**src/rtl/spike_counter_pkg.sv**
```systemverilog
// Shared types and helpers for the multi-channel spike counter.
// FSM states, spike count mode encodings and a saturating increment.
package spike_counter_pkg;

    typedef enum logic [1:0] {
        IDLE,
        ARM,
        COUNT
    } state_t;

    localparam logic MODE_EDGE  = 1'b0;
    localparam logic MODE_LEVEL = 1'b1;

    // Callers zero-extend into 64 bits; max_val is the all-ones value of their count width.
    function automatic logic [63:0] sat_inc(input logic [63:0] val, input logic inc,
                                            input logic [63:0] max_val);
        return (inc && (val != max_val)) ? val + 64'd1 : val;
    endfunction

endpackage

```
**src/rtl/spike_chan_cnt.sv**
```systemverilog
// One spike channel: edge/level detect, saturating live count, held count and sticky
// saturation flag, sequenced by window strobes from the top level.
module spike_chan_cnt
    import spike_counter_pkg::*;
#(
    parameter int unsigned CW = 32
) (
    input  logic          clk,
    input  logic          reset,
    input  logic          spike,
    input  logic          sample_en,
    input  logic          tick,
    input  logic          terminal,
    input  logic          clear,
    input  logic          discard,
    input  logic          mode,
    output logic [CW-1:0] held,
    output logic          sat
);

    localparam logic [CW-1:0] MAX = '1;

    logic          prev;
    logic [CW-1:0] live;
    logic          inc;
    logic [CW-1:0] sum;

    always_comb begin
        inc = (mode == MODE_EDGE) ? (spike & ~prev) : spike;
        sum = CW'(sat_inc(64'(live), inc, 64'(MAX)));
    end

    always_ff @(posedge clk or posedge reset) begin
        if (reset) begin
            prev <= 1'b0;
            live <= '0;
            held <= '0;
            sat  <= 1'b0;
        end else begin
            if (sample_en) begin
                prev <= spike;
            end
            if (clear) begin
                live <= '0;
                held <= '0;
                sat  <= 1'b0;
            end else if (discard) begin
                live <= '0;
            end else if (tick) begin
                // The terminal tick's own spike belongs to the window being closed.
                if (terminal) begin
                    held <= sum;
                    live <= '0;
                end else begin
                    live <= sum;
                end
                if (sum == MAX) begin
                    sat <= 1'b1;
                end
            end
        end
    end

endmodule

```
**src/rtl/spike_counter_multi.sv**
```systemverilog
// Multi-channel windowed spike counter: FSM, window timer, window index and
// registered readout mux over per-channel held counts.
module spike_counter_multi
    import spike_counter_pkg::*;
#(
    parameter int unsigned NCH   = 8,
    parameter int unsigned CW    = 32,
    parameter int unsigned WIN_W = 16,
    parameter int unsigned SEL_W = 3
) (
    input  logic             clk,
    input  logic             reset,
    input  logic [NCH-1:0]   spike_in,
    input  logic             sample_en,
    input  logic             enable,
    input  logic             mode,
    input  logic [WIN_W-1:0] win_len,
    input  logic             clear,
    input  logic [SEL_W-1:0] rd_sel,
    output logic [CW-1:0]    rd_cnt,
    output logic             win_done,
    output logic [15:0]      win_idx,
    output logic [NCH-1:0]   sat_flags,
    output logic             busy
);

    state_t           state;
    logic [WIN_W-1:0] timer;
    logic [WIN_W-1:0] len_q;
    logic [WIN_W-1:0] len_eff;
    logic             tick;
    logic             terminal;
    logic [CW-1:0]    held     [NCH];
    logic [CW-1:0]    held_pad [2**SEL_W];

    // A zero timer marks a window start, where win_len is taken fresh; otherwise the latched length.
    always_comb begin
        tick     = sample_en && enable && (state != IDLE);
        len_eff  = (timer == '0) ? ((win_len == '0) ? WIN_W'(1) : win_len) : len_q;
        terminal = tick && (timer == len_eff - WIN_W'(1));
    end

    always_ff @(posedge clk or posedge reset) begin
        if (reset) begin
            state <= IDLE;
            busy  <= 1'b0;
        end else if (!enable) begin
            state <= IDLE;
            busy  <= 1'b0;
        end else begin
            busy <= 1'b1;
            case (state)
                IDLE:    state <= ARM;
                ARM:     if (sample_en) state <= COUNT;
                COUNT:   state <= COUNT;
                default: state <= IDLE;
            endcase
        end
    end

    always_ff @(posedge clk or posedge reset) begin
        if (reset) begin
            timer    <= '0;
            len_q    <= '0;
            win_idx  <= '0;
            win_done <= 1'b0;
        end else begin
            win_done <= terminal && !clear;
            if (clear || !enable) begin
                timer <= '0;
            end else if (tick) begin
                timer <= terminal ? '0 : timer + WIN_W'(1);
            end
            if (tick && (timer == '0)) begin
                len_q <= len_eff;
            end
            if (clear) begin
                win_idx <= '0;
            end else if (terminal) begin
                win_idx <= win_idx + 16'd1;
            end
        end
    end

    for (genvar i = 0; i < NCH; i++) begin : g_chan
        spike_chan_cnt #(.CW(CW)) u_chan (
            .clk       (clk),
            .reset     (reset),
            .spike     (spike_in[i]),
            .sample_en (sample_en),
            .tick      (tick),
            .terminal  (terminal),
            .clear     (clear),
            .discard   (!enable),
            .mode      (mode),
            .held      (held[i]),
            .sat       (sat_flags[i])
        );
        assign held_pad[i] = held[i];
    end

    // Select codes beyond the last channel read back as zero.
    for (genvar i = NCH; i < 2**SEL_W; i++) begin : g_pad
        assign held_pad[i] = '0;
    end

    always_ff @(posedge clk or posedge reset) begin
        if (reset) begin
            rd_cnt <= '0;
        end else begin
            rd_cnt <= held_pad[rd_sel];
        end
    end

endmodule
```
**config.mk**
```make
export PLATFORM = sky130hd
export DESIGN_NAME = spike_counter_multi
export DESIGN_NICKNAME = d
export VERILOG_FILES = /design/src/rtl/spike_counter_pkg.sv /design/src/rtl/spike_chan_cnt.sv /design/src/rtl/spike_counter_multi.sv
export SDC_FILE = /design/constraint.sdc
export NUM_CORES = 2
export LEC_CHECK = 0
export CORE_MARGIN = 2
export CORE_UTILIZATION = 48
export DETAILED_ROUTE_END_ITERATION = 8
export SLEW_MARGIN = 40
export SYNTH_ARGS = -nofsm -noshare
export SYNTH_HDL_FRONTEND = slang
export SYNTH_SLANG_ARGS = --single-unit
```
**constraint.sdc**
```tcl
create_clock -name clk -period 45.9 [get_ports clk]
set_input_delay 4.59 -clock clk [delete_from_list [all_inputs] [get_ports clk]]
set_output_delay 4.59 -clock clk [all_outputs]
set_load 0.005 [all_outputs]
```
Word level (Yosys, flattened, before mapping)
Index checks and enable logic that the tools add are counted.
- magnitude comparators: 1
- bitwise operators: 17
- reduce and logical (&&, ||, !) cells: 41
- equal/unequal tests: 21
- add/sub/neg operators: 11
- muxes and demuxes: 126
- operators by type and width (cell ; count):
    two-way mux 32 bit ; 74
    adder 32 x 1 -> 32 bit (second input constant) ; 8
    == test 32 bit (second input constant) ; 8
    inequality test 32 bit (second input constant) ; 8
    two-way mux 16 bit ; 7
    binary-select mux 32 bit (select 3 bit) ; 1
    two-way mux 1 bit ; 41
    adder 16 x 1 -> 16 bit (second input constant) ; 2
    zero test 16 bit ; 2
    AND reduction 3 bit ; 9
    nonzero test 2 bit ; 13
    == test 16 bit ; 1
    subtractor 16 x 1 -> 16 bit (second input constant) ; 1
    logical AND 1 bit ; 13
    AND 1 bit ; 8
    inverter 1 bit ; 8
    case mux 2 bit (3 select lines) ; 1
    greater-or-equal comparator 4 bit (second input constant) ; 1
    two-way mux 2 bit ; 2
    inverter 3 -> 4 bit ; 1
    inequality test 3 x 1 -> 1 bit (second input constant) ; 1
    inequality test 3 bit (second input constant) ; 1
    == test 2 x 1 -> 1 bit (second input constant) ; 1
    == test 2 bit (second input constant) ; 1
    3 further kinds ; 4
- register bits: 612
- input port bits: 33
- word-level logic and storage cells: 256
- output and inout port bits: 58

Logic depth before layout (Yosys ltp)
- depth after elaboration: 10
- depth in mapped cells: 20
- mapped depth without buffers: 16

By module
From an unflattened synthesis, not the netlist that was laid out.
- cells, all modules: 3760
- area total of the unflattened synthesis: 35118.7 µm²
- modules (own cells, without submodules) (module ; cells an instance ; area each (µm²) ; seq. area each (µm²) ; times used):
    spike_chan_cnt ; 392 ; 3569.7 ; 1651.6 ; 8
    spike_counter_multi ; 624 ; 6561.3 ; 2102.0 ; 1

Least setup slack after synthesis
No wires, ideal clock.
- kind: in2reg
- start point: in win_len[13]
- end point: reg g_chan[1].u_chan.live[2]
- path slack: 37630 ps
- arrival time: 8154 ps
- required time: 45784 ps
- library setup time: 116 ps
- stages: 17
- path buffers: 3
- cell sequence: nor4_1 a41oi_1 mux2i_1 inv_1 ha_1 or4b_1 nor3_1 or2_2 a221o_1 o2111a_1 and4_1 a21oi_1 buf_2 buf_2 buf_2 nand3_1 o311ai_0
- word-level cells in the longest chain between the ends: 10
- RTL lines (element ; line ; RTL):
    start, declared ; spike_counter_multi.sv:17 ; input logic [WIN_W-1:0] win_len,
    zero test 16 bit ; spike_counter_multi.sv:39 ; len_eff = (timer == '0) ? ((win_len == '0) ? WIN_W'(1) : win_len) : len_q;
    two-way mux 16 bit * (2 in a row) ; spike_counter_multi.sv:39 ;
    subtractor 16 x 1 -> 16 bit * ; spike_counter_multi.sv:40 ; terminal = tick && (timer == len_eff - WIN_W'(1));
    == test 16 bit * ; spike_counter_multi.sv:40 ;
    logical AND 1 bit * ; spike_counter_multi.sv:40 ;
    two-way mux 32 bit * ; spike_chan_cnt.sv:51 ; if (terminal) begin
    two-way mux 32 bit * ; spike_chan_cnt.sv:49 ; end else if (tick) begin
    two-way mux 32 bit * ; spike_chan_cnt.sv:47 ; end else if (discard) begin
    two-way mux 32 bit * ; spike_chan_cnt.sv:43 ; if (clear) begin
    end signal, assigned ; spike_chan_cnt.sv:55 ; live <= sum;
    end, declared ; spike_chan_cnt.sv:24 ; logic [CW-1:0] live;
Mark *: on every way between the ends. The rest lies on a longest branch, timed or not. The select of a mux whose other input is x is not followed.
A chain may end at the register's enable or synchronous reset.

Worst setup path after layout
- start point: in win_len[12]
- end point: reg g_chan[1].u_chan.live[1]
The elaborated chain is that of the path after synthesis.

==> reports/metrics.cfg <==
[floorplan]
fp.dieW_um=273
core-area_um2=71600
die_h_um=273
die_area_um2=74700
start_util_pct=48.6
rows=98
io_pins=91

[detailed_routing]
route.detailed.wl_per_inst_um=24.3
detail-route-antenna-nets=0
routed_wl_um=115000
top_layer=met4
drtIter0Drc=3864
num_vias=30200
drc=0
drt-pass1-iter-count=6
vias_per_cell=6.37
wl_met2_um=49700
drt-met1-wl_um=52200
wl_met3_um=9730

[yosys]
syn-num-nets=3861
synthArstFlopShare_pct=100
synth.distinct_cells=83
syn-instance-count=3813
ys_seq_elements=612
synth_edf_count=0
syn_area_per_cell_um2=9.13
yosysSeqAreaShare_pct=44.0
yosys_warnings=0
syn_area_um2=34800
ys.flop_type=dfrtp_1

[grt]
grt_max_degree=102
grt_pass1_vias=28300
grt_antenna_before_repair=4
grt_pass1_wl_um=177000
grt_overflow_total=0
track_usage_pct=30.9

[cts]
root_buffer=clkbuf_16
cts_buffers=71
clk_pin_slew_worst_paths_ps=60
cts.htree.levels=3
cts_tree=yes
insertion_delay_ps=630
post_cts_resize_count=0
clock_path_buffers=3
post_cts_hold_buffer_count=0
post_cts_buffers=0
cts_sinks=612

[finish]
drive_gt1_share_pct=8.58
n_antenna_cell=0
nFillCells=6521
nets=3779
stdcell_area_um2=38800
fin_util_pct=54.1
syn_to_final_growth_pct=11.4

[sta]
tightest_slew_ps=897
fmax_mhz=98.7
setup_tns_ps=0
skew_ps=25.0
finalHoldViolations=0
rsz0062_at_grt=no
setup_viol=0
period_needed_ps=10130
slew_headroom_pct=39.7
post-route-period-util_pct=22.1
drv_slew=0

[critical_path]
reg2reg_slack_ps=39090
cpMaxStageDelayCell=nor4_1
reg2regPathDepth=21
r2r-start=timer[0]
worstSetupStartpointType=primary input
cp_data_required_time_ps=46430
path_cells=clkdlybuf4s50_1 > nor4_1 > a41oi_1 > mux2i_1 > inv_1 > ha_1 > or4b_1 > nor3_1 > or2_2 > a221o_1 > o2111a_1 > and4_1 > a21oi_4 > buf_4 > buf_4 > buf_16 > buf_12 > a21oi_1 > o22ai_1
path_class=primary input to register
end_kind=register
rr_endpoint=g_chan[1].u_chan.live[1]
arrival_ps=10660
cp_max_fo=59
crit_path_max_incr_delay_ps=690
cp_common_cell=buf_4

[place]
portBuffers=90
dp_hpwl_um=80400
place.gp.congestion=0.934
place_area_um2=36200

[power_and_ir_drop]
power_per_cell_area_nw_per_um2=33.6
p_leak_nw=15.7
ir_drop_mv=0.0300
total_power_w=0.00130

[min_path]
min_path_cells=1
hold_class=register to register
holdPathEnd=g_chan[6].u_chan.prev
holdCritStartpoint=g_chan[6].u_chan.prev

[outcome]
outcome=finished clean

[flow_run]
drv_cap=0

## how the worst max path moves through the flow
| stage | from | to | slack, ps | cells after the start |
|---|---|---|---|---|
| after floorplan | reset | busy | 24170 | 1 |
| after global placement | win_len[12] | g_chan[3].u_chan.live[1] | 35020 | 17 |
| after detailed placement | win_len[12] | g_chan[1].u_chan.live[1] | 35150 | 19 |
| after CTS | win_len[12] | g_chan[1].u_chan.live[1] | 35810 | 19 |
| after global routing | win_len[12] | g_chan[1].u_chan.live[10] | 35360 | 19 |
| final | win_len[12] | g_chan[1].u_chan.live[1] | 35770 | 19 |
## metal layers
| layer | up-vias | global-route usage (%) |
|---|---|---|
| li1 | 13600 | - |
| met1 | 15100 | 46.9 |
| met2 | 1276 | 44.6 |
| met3 | 202 | 5.92 |
| met4 | 0 | 8.79 |
| met5 | - | 0 |
## sequential cells by signal (all words and copies together) (netlist names)
| name | cells |
|---|---|
| rd_cnt | 32 |
| busy | 1 |
| timer | 16 |
| g_chan.u_chan.held | 256 |
| len_q | 16 |
| g_chan.u_chan.live | 256 |
| win_done | 1 |
| g_chan.u_chan.prev | 8 |
| win_idx | 16 |
| g_chan.u_chan.sat | 8 |
| state | 2 |
## metrics by stage
stage	setup WS, ps	hold slack [ps]	instances
after floorplan	24170	457	3813
after global placement	35020	484	4604
after detailed placement	35150	495	4607
after CTS	35810	508	4735
after global routing	35360	536	4736
final	35770	504	4736
## cells in the mapped netlist, drive strengths merged, types with 8 or more instances
| cell type | number | area, um^2 |
|---|---|---|
| dfrtp | 612 | 15300 |
| nand2 | 520 | 1950 |
| nor2 | 352 | 1320 |
| nand3 | 242 | 1210 |
| clkbuf | 198 | 743 |
| a21oi | 184 | 921 |
| a211oi | 151 | 1140 |
| xnor2 | 139 | 1220 |
| o21ai | 133 | 677 |
| xor2 | 123 | 1080 |
| and3 | 120 | 751 |
| nand4 | 110 | 709 |
| buf | 88 | 469 |
| nor3 | 74 | 375 |
| inv | 73 | 274 |
| mux4 | 64 | 1440 |
| or3 | 58 | 363 |
| a221o | 57 | 571 |
| mux2 | 46 | 518 |
| nor4 | 45 | 318 |
| a21o | 37 | 278 |
| a22o | 37 | 324 |
| and4 | 29 | 254 |
| and2 | 27 | 169 |
| mux2i | 27 | 270 |
| nand2b | 22 | 138 |
| a31oi | 20 | 125 |
| or4 | 18 | 139 |
| a311oi | 15 | 131 |
| ha | 15 | 188 |
| o21a | 15 | 113 |
| nor2b | 14 | 87.6 |
| o311ai | 14 | 123 |
| o22ai | 13 | 81.3 |
| or2 | 12 | 75.1 |
| o31ai | 9 | 67.6 |
| a41oi | 8 | 70.1 |
| nor3b | 8 | 60.1 |
| nor4b | 8 | 85.1 |
## layout by cell type, fill, tap and decap left out, drive strengths merged, types with 76 or more instances in the layout
cell / instances
nand4: 110
a21oi: 184
clkbuf: 97
nor2: 352
nand2: 520
and3: 120
xnor2: 139
o21ai: 133
dfrtp: 612
nand3: 242
xor2: 123
clkdlybuf4s50: 85
a211oi: 151
inv: 76
## critical path, delay by kind of cell
| family | cells | cell delay, ps |
|---|---|---|
| buffers and inverters | 6 | 1920 |
| AOI/OAI and AO/OA | 6 | 1800 |
| and+or+nand+nor | 5 | 1620 |
| muxes | 1 | 350 |
| adders and majority gates | 1 | 280 |
## cells by family after synthesis
family | synth area share (%)
flip-flops | 44.0
XOR/XNOR | 6.59
buffers and inverters | 4.27
adder cells (fa/ha/maj) | 0.539
multiplexers | 6.41
AO/OA/AOI/OAI | 14.6
AND/OR/NAND/NOR | 23.6
## cell type report
| type | instances | area (um^2) | share of cell area (%) |
|---|---|---|---|
| Multi-Input combinational cell | 2842 | 18100 | 46.7 |
| Clock inverter | 31 | 485 | 1.25 |
| Timing Repair Buffer | 131 | 1330 | 3.43 |
| Inverter | 73 | 282 | 0.726 |
| Clock buffer | 97 | 2060 | 5.30 |
| Tap cell | 950 | 1190 | 3.07 |
| Sequential cell | 612 | 15300 | 39.5 |
## where the power goes
part	leakage, nW	total [W]	internal [W]	switching, W
Combinational	5.97	0.000127	0.0000338	0.0000927
Sequential	8.51	0.000560	0.000548	0.0000120
Clock	1.22	0.000618	0.000373	0.000244
Total	15.7	0.00130	0.000955	0.000349
Power figures use the tool's default switching activity.
